File: src/rtl/if_stage.sv
// Instruction-fetch stage: owns the PC and the IF/ID register, tolerates imem wait states,
// and parks a completed fetch in a buffer while the hazard unit stalls the pipe.
module if_stage #(
    parameter int unsigned       ADDR_W    = 32,
    parameter logic [ADDR_W-1:0] RESET_PC  = '0,
    parameter logic [31:0]       NOP_INSTR = 32'h0000_0000
) (
    input  logic              clk,
    input  logic              rst_n,
    input  logic              pc_en,
    input  logic              IF_ID_en,
    input  logic              branch_taken,
    input  logic [ADDR_W-1:0] branch_target,
    input  logic              jump,
    input  logic [ADDR_W-1:0] jump_target,
    output logic              imem_req,
    output logic [ADDR_W-1:0] imem_addr,
    input  logic              imem_ready,
    input  logic [31:0]       imem_rdata,
    output logic [ADDR_W-1:0] IF_ID_pc_plus4,
    output logic [31:0]       IF_ID_instr,
    output logic              IF_ID_valid,
    output logic              fetch_stall
);

    typedef enum logic [1:0] {StFetch, StHold, StDrain} state_e;

    state_e            state_q, state_d;
    logic [ADDR_W-1:0] pc_q, pc_d;
    logic [ADDR_W-1:0] drain_addr_q, drain_addr_d;
    logic [31:0]       buf_q, buf_d;
    logic [ADDR_W-1:0] id_pc4_q, id_pc4_d;
    logic [31:0]       id_instr_q, id_instr_d;
    logic              id_valid_q, id_valid_d;

    logic              advance;
    logic              redirect;
    logic [ADDR_W-1:0] target;
    logic [ADDR_W-1:0] pc_plus4;

    assign advance  = pc_en & IF_ID_en;
    assign redirect = IF_ID_en & (jump | branch_taken);
    assign target   = jump ? jump_target : branch_target;
    assign pc_plus4 = pc_q + ADDR_W'(4);

    always_comb begin
        state_d      = state_q;
        pc_d         = pc_q;
        drain_addr_d = drain_addr_q;
        buf_d        = buf_q;
        id_pc4_d     = id_pc4_q;
        id_instr_d   = id_instr_q;
        id_valid_d   = id_valid_q;

        unique case (state_q)
            StFetch: begin
                if (imem_ready && advance) begin
                    id_pc4_d   = pc_plus4;
                    id_instr_d = imem_rdata;
                    id_valid_d = 1'b1;
                    pc_d       = pc_plus4;
                end else if (imem_ready) begin
                    buf_d   = imem_rdata;
                    state_d = StHold;
                end else if (IF_ID_en) begin
                    id_pc4_d   = '0;
                    id_instr_d = NOP_INSTR;
                    id_valid_d = 1'b0;
                end
            end
            StHold: begin
                if (advance) begin
                    id_pc4_d   = pc_plus4;
                    id_instr_d = buf_q;
                    id_valid_d = 1'b1;
                    pc_d       = pc_plus4;
                    state_d    = StFetch;
                end
            end
            StDrain: begin
                if (imem_ready) state_d = StFetch;
                if (IF_ID_en) begin
                    id_pc4_d   = '0;
                    id_instr_d = NOP_INSTR;
                    id_valid_d = 1'b0;
                end
            end
            default: state_d = StFetch;
        endcase

        // An outstanding request can't be cancelled, so a redirect during a wait must drain it.
        if (redirect) begin
            pc_d       = target;
            id_pc4_d   = '0;
            id_instr_d = NOP_INSTR;
            id_valid_d = 1'b0;
            if (state_q == StFetch && !imem_ready) begin
                drain_addr_d = pc_q;
                state_d      = StDrain;
            end else if (state_q == StDrain) begin
                state_d = StDrain;
            end else begin
                state_d = StFetch;
            end
        end
    end

    always_ff @(posedge clk or negedge rst_n) begin
        if (!rst_n) begin
            state_q      <= StFetch;
            pc_q         <= RESET_PC;
            drain_addr_q <= '0;
            buf_q        <= '0;
            id_pc4_q     <= '0;
            id_instr_q   <= NOP_INSTR;
            id_valid_q   <= 1'b0;
        end else begin
            state_q      <= state_d;
            pc_q         <= pc_d;
            drain_addr_q <= drain_addr_d;
            buf_q        <= buf_d;
            id_pc4_q     <= id_pc4_d;
            id_instr_q   <= id_instr_d;
            id_valid_q   <= id_valid_d;
        end
    end

    assign imem_req       = rst_n & (state_q != StHold);
    assign imem_addr      = (state_q == StDrain) ? drain_addr_q : pc_q;
    assign fetch_stall    = ((state_q == StFetch) & ~imem_ready) | (state_q == StDrain);
    assign IF_ID_pc_plus4 = id_pc4_q;
    assign IF_ID_instr    = id_instr_q;
    assign IF_ID_valid    = id_valid_q;

endmodule

File: config.mk
export PLATFORM = sky130hd
export DESIGN_NAME = if_stage
export DESIGN_NICKNAME = d
export VERILOG_FILES = /design/src/rtl/if_stage.sv
export SDC_FILE = /design/constraint.sdc
export NUM_CORES = 1
export LEC_CHECK = 0
export CORE_UTILIZATION = 45
export CTS_BUF_LIST = sky130_fd_sc_hd__clkbuf_16
export CTS_CLUSTER_SIZE = 24
export DETAILED_ROUTE_END_ITERATION = 8
export HOLD_SLACK_MARGIN = 0.05
export PLACE_DENSITY = 0.77
export SLEW_MARGIN = 10
export SYNTH_ARGS = -nofsm -noshare
export SYNTH_HDL_FRONTEND = slang
export SYNTH_SLANG_ARGS = --single-unit
File: constraint.sdc
create_clock -name clk -period 2.05 [get_ports clk]
set_clock_uncertainty 0.1 [all_clocks]
set_input_delay 0.41 -clock clk [delete_from_list [all_inputs] [get_ports clk]]
set_output_delay 0.41 -clock clk [all_outputs]
set_load 0.05 [all_outputs]
==> results_dict.tcl, run 1 <==
set metrics [dict create \
    drv_cap 0 \
    worst_slack_ns -0.3038 \
    antenna_found_initial 0 \
    place_inst 1196 \
    area_delta_synth_final_pct 51.48 \
    initial_core_util_pct 46.66 \
    min_path_cells 2 \
    r2r_slack_ns -0.19 \
    max_stage_delay_ns 0.39 \
    syn_inst 762 \
    vias 6825 \
    p_sw_share_pct 40.42 \
    highest_layer "met4" \
    yosys_warnings 0 \
    drtAntennaViolNets 0 \
    grt.total_usage_pct 24.25 \
    worstSkewPairLatency_ns 0.42 \
    place_congestion 0.8647 \
    synth_largest_area_cell "dfrtp_1" \
    grt_pass1_wl_um 34690 \
    wirelength_um 23480 \
    worstRegToRegCells 10 \
    required_ns 1.54 \
    wire_per_inst_um 18.70 \
    tightest_slew_ns 0.5579 \
    drt_first_pass_iters 5 \
    tritoncts "yes" \
    rsz0062_at_grt "yes" \
    syn_area_um2 8154 \
    numPortBuffers 201 \
    synth_nets 869 \
    diodes 0 \
    critPathLaunchType "flop" \
    ioPinCount 202 \
    final-hold-violation-count 0 \
    final_net_count 1125 \
    synth_area_leaders "dfrtp_1 (50%), mux2_2 (13%), xor2_1 (4.8%)" \
    status "complete, but fails checks" \
    num-fill-cells 1229 \
    met1_length_um 9907 \
    violations "negative setup slack" \
    post-route-util_pct 70.68 \
    fmax_mhz 424.8 \
    die-area_um2 18660 \
    overflow 0 \
    switching_power_w 0.006594 \
    clockRootBuffer "clkbuf_16" \
    avgSynthCellArea_um2 10.70 \
    hold_class "reg2reg" \
    synth.yosys.seq_area_share_pct 50.02 \
    routed_via_density 5.434 \
    setup_viol 93 \
    p_comb_share_pct 50.2 \
    drv_slew 0 \
    criticalPathCategory "reg2out" \
    synth_top_area_share_pct 50.02 \
    finalCriticalPeriod_ns 2.354 \
    die_h_um 136.6 \
    worstSetupEndpointType "output port" \
    min-delay-start "IF_ID_instr[14]" \
    crit_chain "inv_2 -> ha_4 -> buf_12 -> mux2_2 -> buf_6" \
    yosysUniqueCellTypes 44 \
    core_area_um2 17480 \
    detail_route.iter0.violations 381 \
    ir_worst_vdd_v 0.0009293 \
    grt_pass1_vias 6622 \
    cts_max_path_buffers 2 \
    drc 0 \
    maxSlewHeadroom_pct 62.52 \
    regArea_um2 4079 \
    cts-buffers-inserted 17 \
    std_cell_rows 48 \
    dpl.hpwl_um 14700 \
    p_leak_nw 5.278 \
    worstHoldEndpoint "IF_ID_instr[14]" \
    clk_pin_slew_ns 0.07 \
    final_layout_size_suffix_gt1_share_pct 37.44 \
    ys_seq_elements 163 \
    p_per_area_nw_per_um2 1321 \
    seq_power_share_pct 29.7 \
    timing.rr.start "state_q[0]" \
    intPower_w 0.009720 \
    crit_arrival_ns 1.84 \
    grt_max_degree 84 \
    path_max_fanout 12 \
    clkPwrFrac_pct 20.1 \
    wl_met2_um 11650 \
    r2r-end "IF_ID_pc_plus4[13]" \
    fin_crit_sh_pct 114.8 \
    multi_input_comb_area_um2 4154 \
    die_w_um 136.6 \
    layoutNonFillerInstCount 1256 \
    cts_sinks 163 \
    dr_wl_met3_um 1324 \
    crit_slowest_cell "dfrtp_1" \
    h-tree-depth 4 \
]
-- registers in the layout, indices dropped and copies added (netlist names) --
name	count
IF_ID_instr	32
IF_ID_pc_plus4	32
IF_ID_valid	1
buf_q	32
drain_addr_q	32
pc_q	32
state_q	2
-- worst max-delay path, delay by kind of cell (launching register included) --
kind	cells	cell delay, ns
adders and majority gates	1	0.22
buffers and inverters	3	0.44
DFF	1	0.39
muxes	1	0.36
-- what timing repair did --
| item | in CTS | in global routing |
|---|---|---|
| setup endpoints to repair | 108 | 158 |
| gates resized for setup | 91 | 122 |
| pin swaps | 5 | 56 |
| hold buffers | 1 | 0 |
| gates cloned | 3 | 11 |
| setup buffers | 9 | 7 |
| hold endpoints to repair | 163 | 0 |
-- Yosys cell counts, drive strengths merged --
cell and number:
dfrtp 163, mux2 95, nand2 91, o21ai 67, xor2 45, clkbuf 41, a21oi 33, a22oi 32
nor2b 31, a211oi 27, buf 26, nand3 22, nand4 20, xnor2 10, nor2 9, a22o 5
mux2i 5, nor3 5, and3 4, ha 4, inv 4, nor4 4, and2 3, and4 2
nand2b 2, or2 2, a311o 1, nand4b 1, nor3b 1, o211ai 1, o21a 1, o221a 1
o31a 1, o31ai 1, or3 1, or4 1
-- kinds of logic (layout without fill, tap and decap cells) --
kind of cell             count (synthesis)  after routing  share of synthesized area (%)
AND/OR/NAND/NOR                        199            199                          12.12
AO/OA/AOI/OAI                          170            171                          13.72
flip-flops                             163            163                          50.02
multiplexers                           100            100                          13.73
buffers and inverters                   71            339                          3.882
XOR/XNOR                                55             55                          5.908
adder cells (fa/ha/maj)                  4              4                         0.6138
-- power groups by stage --
stage | combinational [W] | sequential [W] | clock, W
2_1_floorplan | 0.00341 | 0.00578 | 0
3_3_place_gp | 0.00672 | 0.00481 | 0
3_5_place_dp | 0.00680 | 0.00487 | 0
4_1_cts | 0.00720 | 0.00482 | 0.00333
5_1_grt | 0.00859 | 0.00497 | 0.00349
6_report | 0.00819 | 0.00484 | 0.00328
-- stage by stage --
| stage | power, W | area [um2] | setup TNS [ns] | setup slack (ns) | hold WS (ns) |
|---|---|---|---|---|---|
| 6_report | 0.01631 | 12350 | -12.93 | -0.3038 | 0.3782 |
| 5_1_grt | 0.01705 | 12350 | -19.25 | -0.3512 | 0.3912 |
| 4_1_cts | 0.01536 | 11720 | -11.38 | -0.3196 | 0.3792 |
| 3_5_place_dp | 0.01167 | 10830 | -26.02 | -0.3638 | 0.3692 |
| 3_3_place_gp | 0.01153 | 10830 | -22.90 | -0.3119 | 0.3613 |
| 2_1_floorplan | 0.009190 | 8163 | -1.998 | -0.1247 | 0.01441 |
-- how the worst max path moves through the flow --
stage | start | end | slack [ns] | depth (start not counted)
final | state_q[0] | imem_addr[31] | -0.30 | 5
after global routing | state_q[0] | imem_addr[31] | -0.35 | 5
after CTS | state_q[0] | imem_addr[29] | -0.32 | 5
after detailed placement | branch_taken | IF_ID_pc_plus4[5] | -0.36 | 6
after global placement | branch_taken | IF_ID_pc_plus4[4] | -0.31 | 6
after floorplan | state_q[0] | imem_addr[10] | -0.12 | 5
-- layout make-up --
class | instances | area share [%]
repair buffers | 303 | 26.02
flip-flops and latches | 163 | 33.02
clock inverters | 15 | 1.479
clock buffers | 17 | 3.444
inverters | 4 | 0.1216
multi-input cells | 529 | 33.63
well taps | 225 | 2.279
-- per-layer routing --
metal / GRT usage [%] / up-vias
met5: 0 / -
li1: - / 3218
met3: 4.444 / 46
met4: 10.00 / 0
met2: 39.37 / 220
met1: 31.85 / 3341
-- layout by cell type, fill, tap and decap left out, types with 9 or more instances in the layout --
| master | synthesis | routed |
|---|---|---|
| dlygate4sd2_1 | 0 | 37 |
| a21oi_1 | 33 | 27 |
| buf_6 | 4 | 46 |
| mux2_2 | 95 | 89 |
| a22oi_1 | 32 | 32 |
| o21ai_1 | 0 | 21 |
| dfrtp_1 | 163 | 163 |
| buf_12 | 0 | 22 |
| xnor2_1 | 10 | 9 |
| clkdlybuf4s50_1 | 0 | 100 |
| buf_4 | 0 | 84 |
| nor2b_1 | 31 | 28 |
| nand2_1 | 91 | 75 |
| nand2_2 | 0 | 14 |
| clkbuf_16 | 0 | 25 |
| xor2_1 | 45 | 42 |
| nand3_1 | 22 | 16 |
| o21ai_2 | 19 | 37 |
| a211oi_1 | 27 | 27 |
| nand4_1 | 19 | 19 |
Power figures use the tool's default switching activity.
==> run 2: changes to the inputs <==
--- a/config.mk
+++ b/config.mk
@@ -11,6 +11,7 @@
 export DETAILED_ROUTE_END_ITERATION = 8
 export HOLD_SLACK_MARGIN = 0.05
 export PLACE_DENSITY = 0.77
+export SETUP_SLACK_MARGIN = 0.4
 export SLEW_MARGIN = 10
 export SYNTH_ARGS = -nofsm -noshare
 export SYNTH_HDL_FRONTEND = slang
==> run 2 against run 1 <==
Compared with the run above:
- the run still ends with negative setup slack left
- critical path depth is 1 higher
- sequential share of layout area is 1.4 points lower
- die area stayed put
- largest power group unchanged
==> results_dict.tcl, run 2 (synthesized netlist as in run 1, its figures left out) <==
set metrics [dict create \
    status "complete, but fails checks" \
    violations "negative setup slack" \
    grt_pass1_wl_um 37830 \
    fin_crit_sh_pct 113.9 \
    std_cell_rows 48 \
    numPortBuffers 201 \
    final_layout_size_suffix_gt1_share_pct 44.74 \
    wl_met2_um 12940 \
    initial_core_util_pct 46.66 \
    die-area_um2 18660 \
    grt.total_usage_pct 26.89 \
    tightest_slew_ns 0.5480 \
    ir_worst_vdd_v 0.0008931 \
    dr_wl_met3_um 1378 \
    detail_route.iter0.violations 458 \
    fmax_mhz 428.1 \
    drtAntennaViolNets 0 \
    drv_slew 0 \
    worstSetupEndpointType "output port" \
    fin_tns_setup_ns -19.76 \
    hold_class "reg2reg" \
    clockRootBuffer "clkbuf_16" \
    drc 0 \
    die_h_um 136.6 \
    place_inst 1194 \
    p_leak_nw 5.590 \
    timing.hold.ws_ns 0.3749 \
    drv_cap 0 \
    die_w_um 136.6 \
    maxSlewHeadroom_pct 63.19 \
    worst_slack_ns -0.2859 \
    place_congestion 0.8424 \
    met1_length_um 10400 \
    rsz0062_at_grt "yes" \
    cts-buffers-inserted 17 \
    wirelength_um 25300 \
    required_ns 1.54 \
    h-tree-depth 4 \
    overflow 0 \
    wire_per_inst_um 19.75 \
    ioPinCount 202 \
    worstSkewPairLatency_ns 0.43 \
    final-hold-violation-count 0 \
    crit_arrival_ns 1.83 \
    grt_max_degree 88 \
    clk_pin_slew_ns 0.06 \
    p_per_area_nw_per_um2 1343 \
    final_common_cell "dfrtp_1" \
    drt_first_pass_iters 5 \
    final_net_count 1149 \
    cts_max_path_buffers 2 \
    criticalPathCategory "reg2out" \
    dp_slack_ns -0.3192 \
    layoutNonFillerInstCount 1281 \
    final_cell_mix "dfrtp_1 (160), clkdlybuf4s50_1 (99), buf_4 (96), nand2_1 (61), mux2_4 (51)" \
    grt_pass1_vias 7130 \
    critPathLaunchType "flop" \
    antenna_found_initial 1 \
    core_area_um2 17480 \
    cts_sinks 163 \
    area_delta_synth_final_pct 58.42 \
    tritoncts "yes" \
    finalCriticalPeriod_ns 2.336 \
    setup_viol 157 \
    routed_via_density 5.574 \
    dpl.hpwl_um 15440 \
    post-route-util_pct 73.91 \
    highest_layer "met4" \
    path_max_fanout 5 \
    vias 7140 \
]
## run 2: cell types whose count changed in the layout (fill, tap and decap cells not counted), sizes merged, moves of 3 or more
cell	before	now
buf	157	223
clkbuf	25	20
clkinv	2	5
clkinvlp	8	2
dlygate4sd2	37	1
inv	6	10
## run 2: layout make-up
cell class,instances,area [um2]
clock inverters,15,170.2
multi-input cells,529,4488
flip-flops and latches,163,4083
clock buffers,17,425.4
fillers,1139,4559
diodes,1,2.502
inverters,4,15.01
repair buffers,327,3452
well taps,225,281.5
## run 2: layer usage
| layer | vias up | track usage [%] |
|---|---|---|
| met5 | - | 0 |
| met1 | 3571 | 33.83 |
| li1 | 3260 | - |
| met4 | 0 | 9.938 |
| met2 | 273 | 46.16 |
| met3 | 36 | 4.667 |
## run 2: power by group
group,internal (W),total [W],switching (W)
clock,0.00183,0.00322,0.00140
sequential,0.00427,0.00491,0.000646
combinational,0.00427,0.00921,0.00494
## run 2: path summary, 6_finish.rpt
path / slack (ns) / to / start / cells past startpoint
max: -0.29 / imem_addr[31] / state_q[0] / 6
min: 0.37 / IF_ID_valid / IF_ID_valid / 2
max reg2reg: -0.21 / IF_ID_pc_plus4[17] / state_q[0] / 10
min reg2reg: 0.37 / IF_ID_valid / IF_ID_valid / 2
max in group asynchronous: 0.76 / drain_addr_q[12] / rst_n / 3
min in group asynchronous: 0.68 / buf_q[31] / rst_n / 3
## run 2: critical path, cell delays in order, from the launching register on
cell	delay, ns
dfrtp_1	0.39
inv_2	0.08
ha_4	0.18
buf_12	0.13
clkbuf_16	0.14
mux2_4	0.31
buf_12	0.15
## run 2: what timing repair did
action	4_1_cts	5_1_grt
hold buffers	1	0
buffers inserted	26	13
pin swaps	27	49
resized for setup	309	104
endpoints found under the setup margin	232	194
cloned	11	3
endpoints found under the hold margin	163	0
## run 2: per-stage QoR
step	cell area [um2]	power [W]
finish	12920	0.01734
global route	12920	0.01802
CTS	12430	0.01666
detailed placement	11150	0.01233
global placement	11150	0.01215
floorplan	8616	0.009779
==> run 3: changes to the inputs <==
--- a/config.mk
+++ b/config.mk
@@ -5,12 +5,12 @@
 export SDC_FILE = /design/constraint.sdc
 export NUM_CORES = 1
 export LEC_CHECK = 0
-export CORE_UTILIZATION = 45
+export CORE_UTILIZATION = 54
 export CTS_BUF_LIST = sky130_fd_sc_hd__clkbuf_16
-export CTS_CLUSTER_SIZE = 24
+export CTS_CLUSTER_SIZE = 28
 export DETAILED_ROUTE_END_ITERATION = 8
 export HOLD_SLACK_MARGIN = 0.05
-export PLACE_DENSITY = 0.77
+export PLACE_DENSITY = 0.86
 export SETUP_SLACK_MARGIN = 0.4
 export SLEW_MARGIN = 10
 export SYNTH_ARGS = -nofsm -noshare
==> constraint.sdc (replaced) <==
create_clock -name clk -period 2.7 [get_ports clk]
set_clock_uncertainty 0.1 [all_clocks]
set_input_delay 0.54 -clock clk [delete_from_list [all_inputs] [get_ports clk]]
set_output_delay 0.54 -clock clk [all_outputs]
set_load 0.05 [all_outputs]
==> run 3 against run 2 <==
Compared with the run above:
- the run ends with design-rule violations left
- die area down 16%
- final cell count is 11% lower
- clock power is 23% lower
- via count decreased by 7.3%
- worst hold slack worse by 0.22 ns
- flip-flop and latch count unchanged
- critical path depth fell by 1
- count of clock-buffer cells in the layout did not move
==> results_dict.tcl, run 3 (synthesized netlist as in run 1, its figures left out) <==
set metrics [dict create \
    timing.rr.start "state_q[0]" \
    required_ns 2.06 \
    dpl_cell_area_um2 10320 \
    fin_tns_setup_ns 0 \
    wire_per_inst_um 18.55 \
    status "complete, but fails checks" \
    tritoncts "yes" \
    final_common_cell "dfrtp_1" \
    cp_top_family "buffers and inverters" \
    die-area_um2 15600 \
    criticalPathCategory "reg2out" \
    use_met3_pct 5.541 \
    final_layout_size_suffix_gt1_share_pct 23.32 \
    crit_chain "inv_2 -> ha_4 -> buf_12 -> mux2_2 -> buf_4" \
    grt_max_degree 164 \
    wirelength_um 21070 \
    rsz0062_at_grt "yes" \
    h-tree-depth 4 \
    maxSlewHeadroom_pct 41.67 \
    ir_worst_vdd_v 0.0005907 \
    drtAntennaViolNets 0 \
    final_cell_mix "dfrtp_1 (163), clkdlybuf4s50_1 (153), mux2_2 (95), nand2_1 (91), xor2_1 (45)" \
    critPathLaunchType "flop" \
    critical_path_buf_inv_count 3 \
    max_stage_delay_ns 0.40 \
    hold_class "in2async" \
    total_power_w 0.01122 \
    drt_first_pass_iters 7 \
    finalCriticalPeriod_ns 2.487 \
    fmax_mhz 402.1 \
    drv_cap 0 \
    crit_slowest_cell "dfrtp_1" \
    diodes 0 \
    r2r_slack_ns 0.38 \
    worstRegToRegCells 8 \
    p_leak_nw 4.584 \
    vias 6618 \
    worstSetupEndpointType "output port" \
    final-hold-violation-count 0 \
    clk_pin_slew_ns 0.06 \
    grtUsageMet1_pct 35.11 \
    fin_crit_sh_pct 92.11 \
    path_max_fanout 12 \
    overflow 0 \
    antenna_found_initial 0 \
    r2r-end "IF_ID_pc_plus4[4]" \
    worstSkewPairLatency_ns 0.43 \
    grt_pass1_wl_um 33910 \
    regArea_um2 4079 \
    cts_sinks 163 \
    clockRootBuffer "clkbuf_16" \
    die_w_um 124.9 \
    final_cell_area_um2 11070 \
    numPortBuffers 201 \
    grt_pass1_vias 6625 \
    timing.hold.ws_ns 0.1592 \
    post-route-util_pct 75.60 \
    grt.total_usage_pct 27.87 \
    setup_viol 0 \
    p_per_area_nw_per_um2 1014 \
    initial_core_util_pct 55.68 \
    hold_buffers 0 \
    multi_input_comb_area_um2 3841 \
    detail_route.iter0.violations 442 \
    dpl.hpwl_um 13910 \
    drc 20 \
    core_area_um2 14640 \
    die_h_um 124.9 \
    drv_slew 0 \
    ioPinCount 202 \
    cts-buffers-inserted 17 \
    tightest_slew_ns 0.8750 \
    violations "design-rule violations" \
    std_cell_rows 44 \
    final_net_count 1046 \
    area_delta_synth_final_pct 35.77 \
    routed_via_density 5.826 \
    place_congestion 0.8428 \
    grt_use_met2_pct 46.99 \
    num-fill-cells 964 \
    cp_num_cells 5 \
    crit_arrival_ns 1.85 \
    top_usage_layer "met2" \
    cts_max_path_buffers 2 \
]
-- run 3: metrics by stage --
stage	cells	setup slack, ns
final	1136	0.2129
after global routing	1136	0.1841
after CTS	1136	0.2095
after global placement	1102	0.1794
after detailed placement	1102	0.1390
after floorplan	762	0.3922
-- run 3: cell type report --
cell class / instances / area share, %
inverters: 4 / 0.1356
flip-flops and latches: 163 / 36.84
repair buffers: 225 / 20.80
clock inverters: 15 / 1.605
multi-input cells: 528 / 34.70
clock buffers: 17 / 3.843
well taps: 184 / 2.080
-- run 3: report_power, final --
group	switching (W)	internal [W]
clock	0.00103	0.00146
sequential	0.000531	0.00323
combinational	0.00302	0.00195
-- run 3: what timing repair did --
action                                  4_1_cts  5_1_grt
gates resized for setup                      10       27
endpoints found under the setup margin       35       79
gates cloned                                  1        0
buffers inserted                              1        0
pin swaps                                     0        0
-- run 3: worst reg2reg max path: cells and delay by family (launching register included) --
kind	cells	cell delay (ns)
buf+inv	2	0.34
fa+ha+maj	1	0.26
simple gates	2	0.66
compound gates	3	0.48
flops	1	0.40
-- run 3: worst max path at each step --
stage,slack (ns),to,start
4_1_cts,0.21,imem_addr[30],state_q[0]
3_3_place_gp,0.18,IF_ID_pc_plus4[27],branch_taken
2_1_floorplan,0.39,imem_addr[22],state_q[0]
3_5_place_dp,0.14,IF_ID_pc_plus4[29],branch_taken
5_1_grt,0.18,imem_addr[6],state_q[0]
6_report,0.21,imem_addr[6],state_q[0]
-- run 3: layer usage --
metal	part of all wire, %	vias up
met5	0	-
met4	2.6	0
met3	5.5	44
met2	50	247
met1	42	3264
li1	-	3063
